[config.mk]
export PLATFORM = sky130hd
export DESIGN_NAME = ahb_decode_mux_flat
export DESIGN_NICKNAME = d
export VERILOG_FILES = /design/src/rtl/ahb_pkg.sv /design/src/rtl/ahb_decode_mux_if.sv /design/src/rtl/ahb_default_slave.sv /design/src/rtl/ahb_decode_mux.sv /design/src/flat_wrapper.sv
export SDC_FILE = /design/constraint.sdc
export NUM_CORES = 1
export LEC_CHECK = 0
export ABC_AREA = 1
export CORE_MARGIN = 10
export CORE_UTILIZATION = 19
export CTS_CLUSTER_DIAMETER = 100
export CTS_CLUSTER_SIZE = 30
export DETAILED_ROUTE_END_ITERATION = 12
export PLACE_DENSITY = 0.79
export SLEW_MARGIN = 5
export SYNTH_ARGS = -nofsm -noshare
export SYNTH_HDL_FRONTEND = slang
export SYNTH_SLANG_ARGS = --single-unit
[constraint.sdc]
create_clock -name HCLK -period 1.35 [get_ports HCLK]
set_input_delay 0.27 -clock HCLK [delete_from_list [all_inputs] [get_ports HCLK]]
set_output_delay 0.27 -clock HCLK [all_outputs]
set_load 0.1 [all_outputs]
[src/rtl/ahb_pkg.sv]
// rtl/ahb_pkg.sv - shared AHB types and constants for the decode/mux slice
package ahb_pkg;

  typedef enum logic [1:0] {
    IDLE   = 2'd0,
    BUSY   = 2'd1,
    NONSEQ = 2'd2,
    SEQ    = 2'd3
  } htrans_e;

  localparam logic [1:0] HRESP_OKAY  = 2'd0;
  localparam logic [1:0] HRESP_ERROR = 2'd1;

  typedef enum logic [1:0] {
    DS_IDLE = 2'd0,
    DS_ERR1 = 2'd1,
    DS_ERR2 = 2'd2
  } ds_state_e;

  // NONSEQ and SEQ are the only transfer types that demand a real response
  function automatic logic htrans_active(input logic [1:0] t);
    return (t == NONSEQ) || (t == SEQ);
  endfunction

endpackage

[src/rtl/ahb_decode_mux_if.sv]
// rtl/ahb_decode_mux_if.sv - bus bundle between master, decoder and slave bank
interface ahb_decode_mux_if #(
  parameter int ADDR_W  = 32,
  parameter int DATA_W  = 32,
  parameter int NUM_SLV = 4,
  parameter int HRESP_W = 2
);

  logic [ADDR_W-1:0]          HADDR;
  logic [1:0]                 HTRANS;
  logic [NUM_SLV-1:0]         HSEL_S;
  logic [NUM_SLV-1:0]         HREADYOUT_S;
  logic [NUM_SLV*HRESP_W-1:0] HRESP_S;
  logic [NUM_SLV*DATA_W-1:0]  HRDATA_S;
  logic                       HREADY;
  logic [HRESP_W-1:0]         HRESP;
  logic [DATA_W-1:0]          HRDATA;

  // environment side: master address phase plus slave-bank responses
  modport master (
    output HADDR, HTRANS, HREADYOUT_S, HRESP_S, HRDATA_S,
    input  HSEL_S, HREADY, HRESP, HRDATA
  );

  // decoder side
  modport slave (
    input  HADDR, HTRANS, HREADYOUT_S, HRESP_S, HRDATA_S,
    output HSEL_S, HREADY, HRESP, HRDATA
  );

endinterface

[src/rtl/ahb_default_slave.sv]
// rtl/ahb_default_slave.sv - two-cycle ERROR responder for unmapped accesses
module ahb_default_slave
  import ahb_pkg::*;
#(
  parameter int HRESP_W = 2,
  parameter int CNT_W   = 16
) (
  input  logic               HCLK,
  input  logic               HRESET,
  input  logic               HREADY,
  input  logic               miss_active,
  input  logic               err_cnt_clr,
  output logic               ds_hready,
  output logic [HRESP_W-1:0] ds_hresp,
  output logic [CNT_W-1:0]   err_cnt
);

  ds_state_e state, state_nxt;
  logic      enter_err;

  // state register
  always_ff @(posedge HCLK) begin
    if (HRESET) state <= DS_IDLE;
    else        state <= state_nxt;
  end

  // next state; a new address phase is only sampled while HREADY is high
  always_comb begin
    state_nxt = state;
    enter_err = 1'b0;
    case (state)
      DS_IDLE: begin
        if (HREADY && miss_active) begin
          state_nxt = DS_ERR1;
          enter_err = 1'b1;
        end
      end
      DS_ERR1: state_nxt = DS_ERR2;
      DS_ERR2: begin
        if (HREADY && miss_active) begin
          state_nxt = DS_ERR1;
          enter_err = 1'b1;
        end else if (HREADY) begin
          state_nxt = DS_IDLE;
        end
      end
      default: state_nxt = DS_IDLE;
    endcase
  end

  // Moore outputs kept off HREADY so the global ready path has no loop
  assign ds_hready = (state != DS_ERR1);
  assign ds_hresp  = (state == DS_IDLE) ? HRESP_W'(HRESP_OKAY) : HRESP_W'(HRESP_ERROR);

  // saturating decode-error counter; clear beats a same-cycle increment
  always_ff @(posedge HCLK) begin
    if (HRESET)                          err_cnt <= '0;
    else if (err_cnt_clr)                err_cnt <= '0;
    else if (enter_err && err_cnt != '1) err_cnt <= err_cnt + CNT_W'(1);
  end

endmodule

[src/rtl/ahb_decode_mux.sv]
// rtl/ahb_decode_mux.sv - N-slave AHB address decoder and response multiplexer
module ahb_decode_mux
  import ahb_pkg::*;
#(
  parameter int                      ADDR_W   = 32,
  parameter int                      DATA_W   = 32,
  parameter int                      NUM_SLV  = 4,
  parameter int                      HRESP_W  = 2,
  parameter logic [NUM_SLV*ADDR_W-1:0] SLV_BASE = '0,
  parameter logic [NUM_SLV*ADDR_W-1:0] SLV_MASK = '0,
  parameter int                      CNT_W    = 16
) (
  input  logic                   HCLK,
  input  logic                   HRESET,
  ahb_decode_mux_if.slave        bus,
  output logic [CNT_W-1:0]       err_cnt,
  input  logic                   err_cnt_clr
);

  // slave indices 0..NUM_SLV-1, the default slave takes the next code
  localparam int                SEL_W       = $clog2(NUM_SLV + 1);
  localparam logic [SEL_W-1:0]  SEL_DEFAULT = SEL_W'(NUM_SLV);

  logic [SEL_W-1:0]   dec_sel;
  logic [SEL_W-1:0]   dp_sel;
  logic               miss_active;
  logic               ds_hready;
  logic [HRESP_W-1:0] ds_hresp;

  // address decode; scanning downward lets the lowest-index hit win
  always_comb begin
    dec_sel = SEL_DEFAULT;
    for (int i = NUM_SLV - 1; i >= 0; i--) begin
      if ((SLV_MASK[i*ADDR_W +: ADDR_W] != '0) &&
          ((bus.HADDR & SLV_MASK[i*ADDR_W +: ADDR_W]) == SLV_BASE[i*ADDR_W +: ADDR_W]))
        dec_sel = SEL_W'(i);
    end
  end

  // one-hot selects, driven regardless of HTRANS
  always_comb begin
    bus.HSEL_S = '0;
    for (int i = 0; i < NUM_SLV; i++)
      bus.HSEL_S[i] = (dec_sel == SEL_W'(i));
  end

  assign miss_active = (dec_sel == SEL_DEFAULT) && htrans_active(bus.HTRANS);

  // data-phase owner follows the accepted address phase
  always_ff @(posedge HCLK) begin
    if (HRESET)          dp_sel <= SEL_DEFAULT;
    else if (bus.HREADY) dp_sel <= dec_sel;
  end

  // return mux; the default slave never returns read data
  always_comb begin
    bus.HREADY = ds_hready;
    bus.HRESP  = ds_hresp;
    bus.HRDATA = '0;
    for (int i = 0; i < NUM_SLV; i++) begin
      if (dp_sel == SEL_W'(i)) begin
        bus.HREADY = bus.HREADYOUT_S[i];
        bus.HRESP  = bus.HRESP_S[i*HRESP_W +: HRESP_W];
        bus.HRDATA = bus.HRDATA_S[i*DATA_W +: DATA_W];
      end
    end
  end

  ahb_default_slave #(
    .HRESP_W (HRESP_W),
    .CNT_W   (CNT_W)
  ) u_default_slave (
    .HCLK        (HCLK),
    .HRESET      (HRESET),
    .HREADY      (bus.HREADY),
    .miss_active (miss_active),
    .err_cnt_clr (err_cnt_clr),
    .ds_hready   (ds_hready),
    .ds_hresp    (ds_hresp),
    .err_cnt     (err_cnt)
  );

endmodule

[src/flat_wrapper.sv]
// flat-port wrapper written by rule: the top's interface ports become plain ports
module ahb_decode_mux_flat import ahb_pkg::*;
#(
  parameter int                      ADDR_W   = 32,
  parameter int                      DATA_W   = 32,
  parameter int                      NUM_SLV  = 4,
  parameter int                      HRESP_W  = 2,
  parameter logic [NUM_SLV*ADDR_W-1:0] SLV_BASE = '0,
  parameter logic [NUM_SLV*ADDR_W-1:0] SLV_MASK = '0,
  parameter int                      CNT_W    = 16
)
  (HCLK, HRESET, err_cnt, err_cnt_clr, bus_HADDR, bus_HTRANS, bus_HREADYOUT_S, bus_HRESP_S, bus_HRDATA_S, bus_HSEL_S, bus_HREADY, bus_HRESP, bus_HRDATA);
  ahb_decode_mux_if #(.ADDR_W(ADDR_W), .DATA_W(DATA_W), .NUM_SLV(NUM_SLV), .HRESP_W(HRESP_W)) bus_i ();
  input  logic HCLK;
  input  logic HRESET;
  output logic [CNT_W-1:0] err_cnt;
  input  logic err_cnt_clr;
  input wire logic [$bits(bus_i.HADDR)-1:0] bus_HADDR;
  input wire logic [$bits(bus_i.HTRANS)-1:0] bus_HTRANS;
  input wire logic [$bits(bus_i.HREADYOUT_S)-1:0] bus_HREADYOUT_S;
  input wire logic [$bits(bus_i.HRESP_S)-1:0] bus_HRESP_S;
  input wire logic [$bits(bus_i.HRDATA_S)-1:0] bus_HRDATA_S;
  output wire logic [$bits(bus_i.HSEL_S)-1:0] bus_HSEL_S;
  output wire logic [$bits(bus_i.HREADY)-1:0] bus_HREADY;
  output wire logic [$bits(bus_i.HRESP)-1:0] bus_HRESP;
  output wire logic [$bits(bus_i.HRDATA)-1:0] bus_HRDATA;
  assign bus_i.HADDR = bus_HADDR;
  assign bus_i.HTRANS = bus_HTRANS;
  assign bus_i.HREADYOUT_S = bus_HREADYOUT_S;
  assign bus_i.HRESP_S = bus_HRESP_S;
  assign bus_i.HRDATA_S = bus_HRDATA_S;
  assign bus_HSEL_S = bus_i.HSEL_S;
  assign bus_HREADY = bus_i.HREADY;
  assign bus_HRESP = bus_i.HRESP;
  assign bus_HRDATA = bus_i.HRDATA;
  ahb_decode_mux #(.ADDR_W(ADDR_W), .DATA_W(DATA_W), .NUM_SLV(NUM_SLV), .HRESP_W(HRESP_W), .SLV_BASE(SLV_BASE), .SLV_MASK(SLV_MASK), .CNT_W(CNT_W)) u_core (.HCLK(HCLK), .HRESET(HRESET), .bus(bus_i), .err_cnt(err_cnt), .err_cnt_clr(err_cnt_clr));
endmodule
# --- Word level (Yosys, flattened, before mapping) ---
# Cells that the tools add are included.
classes:
  n_addsub: 1
  reduce_logical: 7
  mux: 7
  eq_ne: 8
ops:
  columns: ["cell", "count"]
  rows:
  - ["$add A16 B1 Y16 const B", 1]
  - ["$ne A16 B16 Y1 const B", 1]
  - ["$eq A2 B2 Y1 const B", 3]
  - ["$mux W2", 3]
  - ["$pmux W2 S3", 1]
  - ["$reduce_or A2 Y1", 2]
  - ["$mux W1", 3]
  - ["$ne A3 B3 Y1 const B", 1]
  - ["$eq A2 B1 Y1 const B", 1]
  - ["$logic_and A1 B1 Y1", 2]
  - ["$logic_not A2 Y1", 1]
  - ["$ne A2 B1 Y1 const B", 1]
  - ["$ne A2 B2 Y1 const B", 1]
  - ["$reduce_and A2 Y1", 1]
  - ["$logic_or A1 B1 Y1", 1]
word_totals:
  out_inout_bits: 55
  ff_bits: 18
  input_bits: 177
  elab_cells: 25

# --- Longest topological paths before layout ---
depth:
  ltp_word: 6
  mapped_depth: 9
  ltp_nobuf: 9

# --- Hierarchy ---
# From an unflattened synthesis, not the netlist that was laid out.
unflattened:
  hier_cells: 206
  hier_area_um2: 1330.0
modules_own_cells:
  columns: ["mod", "area_each_um2", "cells_each", "n_inst", "seq_area_each_um2"]
  rows:
  - ["ahb_default_slave", 1052.3, 168, 1, 360.3]
  - ["ahb_decode_mux", 277.8, 38, 1, 0.0]

# --- Worst setup path after synthesis ---
# Ideal clock, no wire load.
synth_timing:
  kind: "reg-to-reg"
  from: "register u_core.u_default_slave.err_cnt[1]"
  to: "register u_core.u_default_slave.err_cnt[11]"
  t_required_ns: 1.231
  setup_ns: 0.119
  period_less_slack_ns: 2.182
  setup_slack_ns: -0.832
  arrival_ns: 2.062
  n_path_buf: 1
  stages_incl_launch_ff: 8
  path_cell_list: "dfxtp_1 -> ha_1 -> nand3_2 -> nor2_2 -> nand3_2 -> buf_4 -> a21oi_1 -> nor2_1"
synth_between:
  elab_chain_cells: 2
  word_cells_on_any_way: 3
  classes_between: "add/sub: 1; eq/ne: 1; reduce/logical: 1"
synth_rtl:
  columns: ["element", "line", "rtl"]
  rows:
  - ["from (decl)", "ahb_default_slave.sv:15", "output logic [CNT_W-1:0] err_cnt"]
  - ["from (signal assigned)", "ahb_default_slave.sv:59", "else if (enter_err && err_cnt != '1) err_cnt <= err_cnt + CNT_W'(1);"]
  - ["branches (longest 2 deep; another with $add A16 B1 Y16)", null, null]
# Several ways; the timed one is not identified.
# A chain may end at the register's enable or synchronous reset.

# --- Final worst setup path ---
layout_timing:
  from: "register u_core.u_default_slave.err_cnt[0]"
  to: "register u_core.u_default_slave.err_cnt[9]"
# Same word-level chain as after synthesis.

==> results.ini <==
[critical_path]
cp-end-kind = register
setup.worst_path.start = u_core.u_default_slave.err_cnt[0]
crit_type = reg2reg
critPathLaunchType = register
critical_path.slowest_cell = dfxtp_4
crit_path_max_incr_delay_ns = 0.38
crit_top_cell = nand3_4
crit_buf_inv = 1
cp.required_ns = 1.51
cpLargestDelayFamily = simple AND/OR/NAND/NOR gates
path_max_fanout = 10
path_cells = ha_4, nand3_4, nor2_4, nand3_4, buf_8, a21oi_2, nor2_1
arrival_ns = 1.54
r2r_start = u_core.u_default_slave.err_cnt[0]

[timing]
rsz0062_at_grt = yes
post-route-period-util = 1.026
drv_slew = 0
fmax_mhz = 722.2
finalHoldViolCount = 0
finalSetupViolations = 7
fin_worst_skew_ns = 0.0009308
finalCriticalPeriod_ns = 1.385
fin_ws_ns = -0.03463

[clocking]
cts_buffers = 3
numClockSinks = 18
cts_hold_buf = 0
h-tree-depth = 1
cts_tree = yes
clkTransAtPathRegs_ns = 0.07
clock_latency_ns = 0.26
cts_buffer_depth = 2
cts_root_buf = clkbuf_8

[floorplan]
initial_utilization = 0.1985
num_rows = 29
io_pins = 232
die_w_um = 101.9
core_um2 = 6422
chipHeight_um = 101.9
die_area_um2 = 10390

[synth]
yosys-top-cells-area = dfxtp_1 (28%), buf_4 (22%), nor2_1 (13%)
synth_flop_cell = dfxtp_1
async_reset_ff_frac = 0
yosys_warnings = 0
yosysSeqAreaShare = 0.2826
yosysMostFrequentCell = nor2_1
netlist_instances = 198
syn_area_per_cell_um2 = 6.439
netlist_area_um2 = 1275
synth_area_leader_cell = dfxtp_1
yosys-top-cells-count = nor2_1 (43), nand2_1 (39), buf_4 (38), dfxtp_1 (18), nand3_1 (14)
synth-edff-count = 0
ys_seq_elements = 18
ys_types = 22
yosys.area.top_type_share = 0.2826

[routing]
vias_per_cell = 4.131
drc = 0
drt_iter0_drc = 39
wl_per_cell_um = 12.62
postRouteAntennaNets = 0
routed_wl_um = 3950
vias = 1293
drt_pass1_iterations = 4

[run]
cap_violations = 0

[global_route]
grt_max_degree = 17
grt_pass1_wl_um = 5540
grt_pass1_vias = 1157
grt_usage = 0.06449
antenna_found_initial = 0
grt_remaining_overflow = 0

[power]
power_leakage_nw = 0.7660
total_power_mw = 1.513
p_per_area_nw_per_um2 = 759.3
vdd_drop_max_mv = 0.4140

[layout]
area_delta_synth_final_pct = 56.33
final_util = 0.3103
diodes = 0
nets = 415
drive_gt1_frac = 0.4025

[worst_hold_path]
hold_class = reg2reg
holdCritStartpoint = u_core.u_default_slave.err_cnt[15]

[status]
status = finished, violations left
violations = negative setup slack

[placed_design]
post-dp-hpwl_um = 2828
place_congestion = 0.8242
portBuffers = 21

==> power breakdown <==
group          internal, mW  switching [mW]
clock network         0.203           0.191
registers             0.506         0.00592
logic                0.0585           0.548
total                 0.768           0.746
==> area by class of cell <==
cell class / instances / area (um2)
multi-input combinational: 161 / 837.1
timing repair buffer: 38 / 536.8
clock buffer: 3 / 41.29
clock inverter: 1 / 3.754
fill: 637 / 4429
tap: 77 / 96.34
inverter: 15 / 57.56
sequential: 18 / 420.4
==> registers in the layout, summed over array words and instances, names as in the netlist <==
name	count
u_core.u_default_slave.err_cnt	16
u_core.u_default_slave.state	2
==> tightest hold or removal path, stage by stage (launching register included) <==
cell and delay (ns):
dfxtp_4 0.38, a21oi_2 0.04, nor2_1 0.08
==> repair_timing <==
action | in CTS | in global routing
endpoints found under the setup margin | 0 | 15
gates resized for setup | 0 | 31
buffers inserted | 0 | 7
==> per-layer routing <==
metal	wire length [um]	vias to the layer above	global-route usage
met2	1964	59	0.1103
li1	-	628	-
met1	1566	597	0.07390
met4	58	0	0.02278
met5	0	-	0
met3	361	9	0.02092
==> per-stage QoR <==
step                      TNS [ns]  hold slack, ns  setup slack [ns]  instances  area (um2)
after detailed placement    -2.218          0.5158           -0.2216        302        1777
final                      -0.1163          0.5247          -0.03463        313        1993
after global routing        -1.251          0.5552           -0.1349        313        1993
after CTS                        0          0.5257          0.002753        306        1822
after global placement      -1.777          0.5035           -0.2072        302        1777
after floorplan             -1.357          0.3424           -0.1260        234        1519
==> path summary, 6_finish.rpt <==
check,to,slack [ns],cells past startpoint
worst max-delay path,u_core.u_default_slave.err_cnt[9],-0.03,7
worst min-delay path,u_core.u_default_slave.err_cnt[15],0.52,2
worst max register to register,u_core.u_default_slave.err_cnt[9],-0.03,7
worst min register to register,u_core.u_default_slave.err_cnt[15],0.52,2
==> cells by family after synthesis <==
group / count (synthesis) / synth area share
adder cells (fa/ha/maj): 1 / 0.009812
AO/OA/AOI/OAI: 15 / 0.06084
AND/OR/NAND/NOR: 108 / 0.3641
buffers and inverters: 55 / 0.2797
flip-flops: 18 / 0.2826
other: 1 / 0.002941
==> placed cells by master (no fill, tap or decap) <==
master / instances
o21ai_0: 2
buf_6: 3
clkinv_1: 1
nand4_1: 4
buf_4: 13
ha_4: 1
o21ai_1: 1
buf_12: 18
clkinv_2: 1
conb_1: 37
nand3_1: 7
nor2_4: 3
nor2_1: 37
nor3_1: 1
dfxtp_1: 2
nor2_2: 5
inv_1: 8
nand2_2: 5
nand3_2: 7
buf_8: 1
a21oi_2: 9
nand2_4: 1
a21oi_1: 2
nand3b_1: 1
dfxtp_4: 16
nor3_2: 1
a21boi_1: 1
clkdlybuf4s50_1: 3
inv_2: 6
nand2_1: 34
nand3_4: 2
clkbuf_8: 3
Note: power is estimated with default switching activity, not from simulation.
==> patch 1, RTL diff (same settings) <==
The 3 states of `ds_state_e` get a one-hot encoding in 3 bits.
--- a/src/rtl/ahb_pkg.sv
+++ b/src/rtl/ahb_pkg.sv
@@ -11,10 +11,10 @@
   localparam logic [1:0] HRESP_OKAY  = 2'd0;
   localparam logic [1:0] HRESP_ERROR = 2'd1;
 
-  typedef enum logic [1:0] {
-    DS_IDLE = 2'd0,
-    DS_ERR1 = 2'd1,
-    DS_ERR2 = 2'd2
+  typedef enum logic [2:0] {
+    DS_IDLE = 3'b001,
+    DS_ERR1 = 3'b010,
+    DS_ERR2 = 3'b100
   } ds_state_e;
 
   // NONSEQ and SEQ are the only transfer types that demand a real response
Formal check against the unedited RTL: no difference found for any inputs over 10 cycles, from zero or initial values and one cycle with HRESET high; not proved beyond that.
==> patch 1 against the original RTL <==
The run still ends with negative setup slack left; synthesized area rose by 8.2%; clock skew increased by 3.6 ps; power grew 30%; sequential share of layout area fell by 0.43 points; largest power group unchanged; worst setup slack better by 16 ps; cell area is 7.5% higher; first-iteration DRC count rose by 77%; count of clock-buffer cells in the layout did not move; clock power is 2% higher; wire length is 2.5% lower; sequential cell count grew 1; via count up 2.9%.
==> patch 1: results (changes against the original RTL) <==
----------------------------------------------------
[Power]
  Largest vdd supply drop ... 0.000456 V (was 0.000414 V)
  Static Leak ... 0.931 nW (was 0.766 nW)

[Routing]
  Total via count after detailed routing ... 1330 (was 1293)
  Count of routing violations after the opening detailed-route iteration ... 69 (was 39)
  DR pass1 iterations ... 4 (unchanged)
  Final routed wire length divided by cell count ... 10.9 microns (was 12.6 microns)

[GRT]
  Total routing resource utilization after global routing ... 0.0620 (was 0.0645)
  Antenna violations before repair ... 0 (unchanged)
  Wire length of the first global-routing pass ... 5880 microns (was 5540 microns)
  Pin count of the biggest net entering global routing ... 16 (was 17)

[STA]
  Final number of setup-violating endpoints ... 2 (was 7)
  Layout Skew ... 4.53 ps (was 0.931 ps)
  Smallest setup slack after layout ... -18.5 ps (was -34.6 ps)

[Placement]
  Post-place setup slack ... -130 ps (was -222 ps)
  Last weighted congestion value of the routability-driven placer ... 0.817 (was 0.824)
  Post-Place Cell Area ... 0.00197 sq mm (was 0.00178 sq mm)
  Total half-perimeter wirelength after legalization and detailed placement ... 3030 microns (was 2830 microns)
  Number of instances in the placed design ... 341 (was 302)

[Synthesis]
  XOR/XNOR share of the synthesized area ... 0.0444 (was 0)
  Complex-gate fraction of the synthesized area ... 0.0571 (was 0.0608)
  Share of synthesized flip-flops with an asynchronous set or reset ... 0 (unchanged)
  Cell types occupying the most area after synthesis ... dfxtp_1 (28%), buf_4 (21%), nor2_1 (13%), nand2_1 (9.8%), inv_1 (3.3%) (was dfxtp_1 (28%), buf_4 (22%), nor2_1 (13%), nand2_1 (11%), nand3_1 (5.5%))
  Area share of fa/ha/maj cells after synthesis ... 0.00907 (was 0.00981)
  Top post-synthesis cells by count ... nor2_1 (46), buf_4 (38), nand2_1 (36) (was nor2_1 (43), nand2_1 (39), buf_4 (38))
  Sequential cell area fraction in the yosys report ... 0.276 (was 0.283)
  Count of distinct cell types in the synthesized netlist ... 24 (was 22)
  Syn Inst Count ... 205 (was 198)
  Multiplexer share of the synthesized area ... 0 (unchanged)

[Cells and area]
  Post-layout net count ... 432 (was 415)
  Fraction of layout instances using a drive strength above 1 ... 0.383 (was 0.403)
  Non-filler instance count after layout ... 352 (was 313)
  Fillcell total ... 750 (was 637)
  Final antenna diode count ... 0 (unchanged)
  Top flop regs ... u_core.u_default_slave.err_cnt x16, u_core.u_default_slave.state x3 (was u_core.u_default_slave.err_cnt x16, u_core.u_default_slave.state x2)

[Clocking]
  CTS buffer count ... 3 (unchanged)

[Outcome]
  Outcome ... complete, but fails checks (unchanged)
  Violated checks ... negative setup slack (unchanged)

[Worst setup path]
  Delay contributed by the slowest stage of the critical path ... 360 ps (was 380 ps)
  Largest fanout on the critical path ... 6 (was 10)

[Hold path]
  Worst min-delay path category ... reg2reg (unchanged)

----------------------------------------------------
[patch 1: cell count changes after synthesis, sizes merged]
cell	before	now
a21boi	1	0
a21oi	11	2
buf	39	40
clkbuf	1	0
clkinv	1	0
dfxtp	18	19
nand2	40	42
nand3	16	10
nor2	45	51
nor3	2	0
o21ai	3	13
xnor2	0	4
xor2	0	3
[patch 1: layout make-up]
class / instances / area (sq um) / area share
clock inverter: 1 / 5.00 / 0.00234
timing repair buffer: 48 / 623 / 0.291
multi-input combinational: 168 / 852 / 0.398
clock buffer: 3 / 41.3 / 0.0193
inverter: 14 / 55.1 / 0.0257
tap: 99 / 124 / 0.0578
sequential: 19 / 443 / 0.207
[patch 1: power breakdown]
part	switching (mW)	leakage, nW	internal, mW
logic	0.770	0.738	0.208
registers	0.0272	0.167	0.568
clock network	0.194	0.0255	0.205
[patch 1: final timing paths]
kind                                     start  slack (ps)                                  to  cells after the start
max          u_core.u_default_slave.err_cnt[0]         -20  u_core.u_default_slave.err_cnt[10]                      9
min          u_core.u_default_slave.err_cnt[7]         550   u_core.u_default_slave.err_cnt[7]                      2
max reg2reg  u_core.u_default_slave.err_cnt[0]         -20  u_core.u_default_slave.err_cnt[10]                      9
min reg2reg  u_core.u_default_slave.err_cnt[7]         550   u_core.u_default_slave.err_cnt[7]                      2
[patch 1: worst max-delay path: cells and delay by family, from the launching register on]
family                     cells  cell delay, ps
AOI/OAI and AO/OA              1              70
adders and majority gates      1             160
buffers and inverters          2             230
DFF                            1             360
and+or+nand+nor                5             470
[patch 1: cells by family (layout without fill, tap and decap cells)]
family | Yosys count | count (layout)
AOI/OAI and AO/OA | 15 | 15
xor gates and xnor gates | 7 | 7
adders and majority gates | 1 | 1
buffers and inverters | 54 | 66
DFF | 19 | 19
other | 1 | 37
and+or+nand+nor | 108 | 108
[patch 1: through the flow]
stage	power (mW)	setup TNS (ps)	hold slack, ps
2_1_floorplan	1.44	-1700	354
3_3_place_gp	1.55	-1440	515
3_5_place_dp	1.55	-1670	540
4_1_cts	1.96	0	553
5_1_grt	2.05	-937	583
6_report	1.97	-19.5	549
[patch 1: repair_timing]
item / CTS / global route
hold endpoints to repair: 0 / 0
gates resized for setup: 7 / 20
pin swaps: 1 / 5
setup buffers: 3 / 3
cloned: 0 / 1
hold buffers: 0 / 0
setup endpoints to repair: 9 / 17
[patch 1: per-layer routing]
layer  vias to the layer above  global-route usage  wire length (microns)
li1                        668                   -                      -
met4                         0             0.00294                      0
met1                       607              0.0594                   1370
met3                         0              0.0329                    394
met5                         -                   0                      0
met2                        55               0.120                   2090
==> patch 2, RTL diff (same flow settings) <==
Made on the original files. `CNT_W` is set to 16 in 3 places; all go to 32.
--- a/src/rtl/ahb_default_slave.sv
+++ b/src/rtl/ahb_default_slave.sv
@@ -3,7 +3,7 @@
   import ahb_pkg::*;
 #(
   parameter int HRESP_W = 2,
-  parameter int CNT_W   = 16
+  parameter int CNT_W   = 32
 ) (
   input  logic               HCLK,
   input  logic               HRESET,
--- a/src/rtl/ahb_decode_mux.sv
+++ b/src/rtl/ahb_decode_mux.sv
@@ -8,7 +8,7 @@
   parameter int                      HRESP_W  = 2,
   parameter logic [NUM_SLV*ADDR_W-1:0] SLV_BASE = '0,
   parameter logic [NUM_SLV*ADDR_W-1:0] SLV_MASK = '0,
-  parameter int                      CNT_W    = 16
+  parameter int                      CNT_W    = 32
 ) (
   input  logic                   HCLK,
   input  logic                   HRESET,
--- a/src/flat_wrapper.sv
+++ b/src/flat_wrapper.sv
@@ -7,7 +7,7 @@
   parameter int                      HRESP_W  = 2,
   parameter logic [NUM_SLV*ADDR_W-1:0] SLV_BASE = '0,
   parameter logic [NUM_SLV*ADDR_W-1:0] SLV_MASK = '0,
-  parameter int                      CNT_W    = 16
+  parameter int                      CNT_W    = 32
 )
   (HCLK, HRESET, err_cnt, err_cnt_clr, bus_HADDR, bus_HTRANS, bus_HREADYOUT_S, bus_HRESP_S, bus_HRDATA_S, bus_HSEL_S, bus_HREADY, bus_HRESP, bus_HRDATA);
   ahb_decode_mux_if #(.ADDR_W(ADDR_W), .DATA_W(DATA_W), .NUM_SLV(NUM_SLV), .HRESP_W(HRESP_W)) bus_i ();
Interface: changed (resized err_cnt); port bits go from 232 to 248. No check against the original RTL was run, so the function may have changed too.
==> patch 2 against the original RTL <==
The flow still finishes with violations (negative setup slack); sequential cell count up 16; cell area is 110% higher; critical path depth increased by 3; synthesized cell count grew 85%; clock skew rose by 4.1 ps; core utilization rose by 4.6 points; power up 77%; synthesized area increased by 83%; wire length up 100%; combinational power rose by 4.6%; via count rose by 110%; sequential share of layout area down 2.3 points; worst setup slack worse by 210 ps; largest power group is now the clock network; highest routed layer unchanged.
==> patch 2: results (changes against the original RTL) <==
----------------------------------------------------
[Synthesis]
  Area share of fa/ha/maj cells after synthesis ... 0.00536 (was 0.00981)
  Count of distinct cell types in the synthesized netlist ... 24 (was 22)
  Sequential cell area fraction in the yosys report ... 0.291 (was 0.283)
  XOR/XNOR share of the synthesized area ... 0.00750 (was 0)
  Top post-synthesis cells by count ... nand2_1 (90), nor2_1 (80), buf_4 (38) (was nor2_1 (43), nand2_1 (39), buf_4 (38))

[Power]
  Largest vdd supply drop ... 0.000669 V (was 0.000414 V)

[Worst setup path]
  Largest fanout on the critical path ... 7 (was 10)
  Worst Path Arrival ... 1770 ps (was 1540 ps)

[Placement]
  # port buffers ... 37 (was 21)
  Total half-perimeter wirelength after legalization and detailed placement ... 6160 microns (was 2830 microns)
  Last weighted congestion value of the routability-driven placer ... 0.890 (was 0.824)

[Outcome]
  Violated checks ... negative setup slack (unchanged)
  Outcome ... complete, but fails checks (unchanged)

[Clocking]
  Clock network latency to the later pin of the worst-skew pair ... 280 ps (was 260 ps)
  Buffer cell driving the clock tree root ... clkbuf_16 (was clkbuf_8)
  CTS buffer count ... 5 (was 3)
  Max H-tree Level ... 2 (was 1)

[GRT]
  Vias in the first global route ... 2610 (was 1157)
  Pin count of the biggest net entering global routing ... 30 (was 17)
  Wire length of the first global-routing pass ... 12500 microns (was 5540 microns)
  Total routing resource utilization after global routing ... 0.0910 (was 0.0645)

[Cells and area]
  Post-layout net count ... 666 (was 415)
  Top flop regs ... u_core.u_default_slave.err_cnt x32, u_core.u_default_slave.state x2 (was u_core.u_default_slave.err_cnt x16, u_core.u_default_slave.state x2)

[Routing]
  Total via count after detailed routing ... 2682 (was 1293)
  Wirelength, routed ... 8070 microns (was 3950 microns)
  DR pass1 iterations ... 5 (was 4)
  Count of routing violations after the opening detailed-route iteration ... 185 (was 39)

[STA]
  Final number of setup-violating endpoints ... 32 (was 7)
  Layout Skew ... 5.05 ps (was 0.931 ps)
  Smallest setup slack after layout ... -249 ps (was -34.6 ps)
  Setup tns final ... -5900 ps (was -116 ps)

[Hold path]
  Worst Hold Launch ... bus_HTRANS[1] (was u_core.u_default_slave.err_cnt[15])

----------------------------------------------------
-- patch 2: path summary, 6_finish.rpt --
| path | depth (start not counted) | to | slack, ps |
|---|---|---|---|
| max | 10 | u_core.u_default_slave.err_cnt[23] | -250 |
| max reg2reg | 10 | u_core.u_default_slave.err_cnt[23] | -250 |
| min reg2reg | 2 | u_core.u_default_slave.err_cnt[24] | 520 |
| min | 3 | u_core.u_default_slave.state[0] | 460 |
-- patch 2: timing repair --
item	4_1_cts	5_1_grt
cloned	2	0
hold buffers	0	0
setup buffers	7	0
gates resized for setup	18	26
endpoints found under the setup margin	32	34
pin swaps	8	8
-- patch 2: power groups by stage --
stage / combinational (mW) / sequential, mW / clock [mW]
3_5_place_dp: 0.618 / 0.972 / 0
5_1_grt: 0.655 / 0.949 / 1.16
4_1_cts: 0.627 / 0.948 / 1.12
3_3_place_gp: 0.615 / 0.971 / 0
6_report: 0.635 / 0.949 / 1.10
2_1_floorplan: 0.617 / 0.984 / 0
-- patch 2: final cells by class --
type                            count  area share
Multi-Input combinational cell    295       0.375
Timing Repair Buffer              124       0.338
Sequential cell                    34       0.187
Tap cell                          147      0.0430
Clock buffer                        6      0.0301
Inverter                           28      0.0252
Clock inverter                      2     0.00205
-- patch 2: worst max-delay path, cell delays in order (launching register included) --
cell and delay [ps]:
dfxtp_4 360, ha_4 130, inv_2 40, nor2_4 140, nand2_2 80, nor2_4 120, nand3_4 120, buf_12 160
buf_12 140, a21oi_4 130, nor2_1 60
-- patch 2: logic make-up (layout without fill, tap and decap cells) --
kind of cell    Yosys count  after routing
xor+xnor                  2              2
compound gates           31             31
flops                    34             34
simple gates            224            224
fa+ha+maj                 1              1
other cells               1             37
buf+inv                  73            160
-- patch 2: metrics by stage --
step	instance area, sq um	instances	total power, mW
3_5_place_dp	3900	620	1.59
6_report	4280	636	2.68
5_1_grt	4280	636	2.76
3_3_place_gp	3900	620	1.59
4_1_cts	4220	637	2.69
2_1_floorplan	2740	402	1.60
-- patch 2: layer usage --
| metal | track usage | share of wire |
|---|---|---|
| met3 | 0.0270 | 0.097 |
| met1 | 0.118 | 0.43 |
| met4 | 0.0222 | 0.0057 |
| met2 | 0.145 | 0.47 |
| met5 | 0 | 0 |
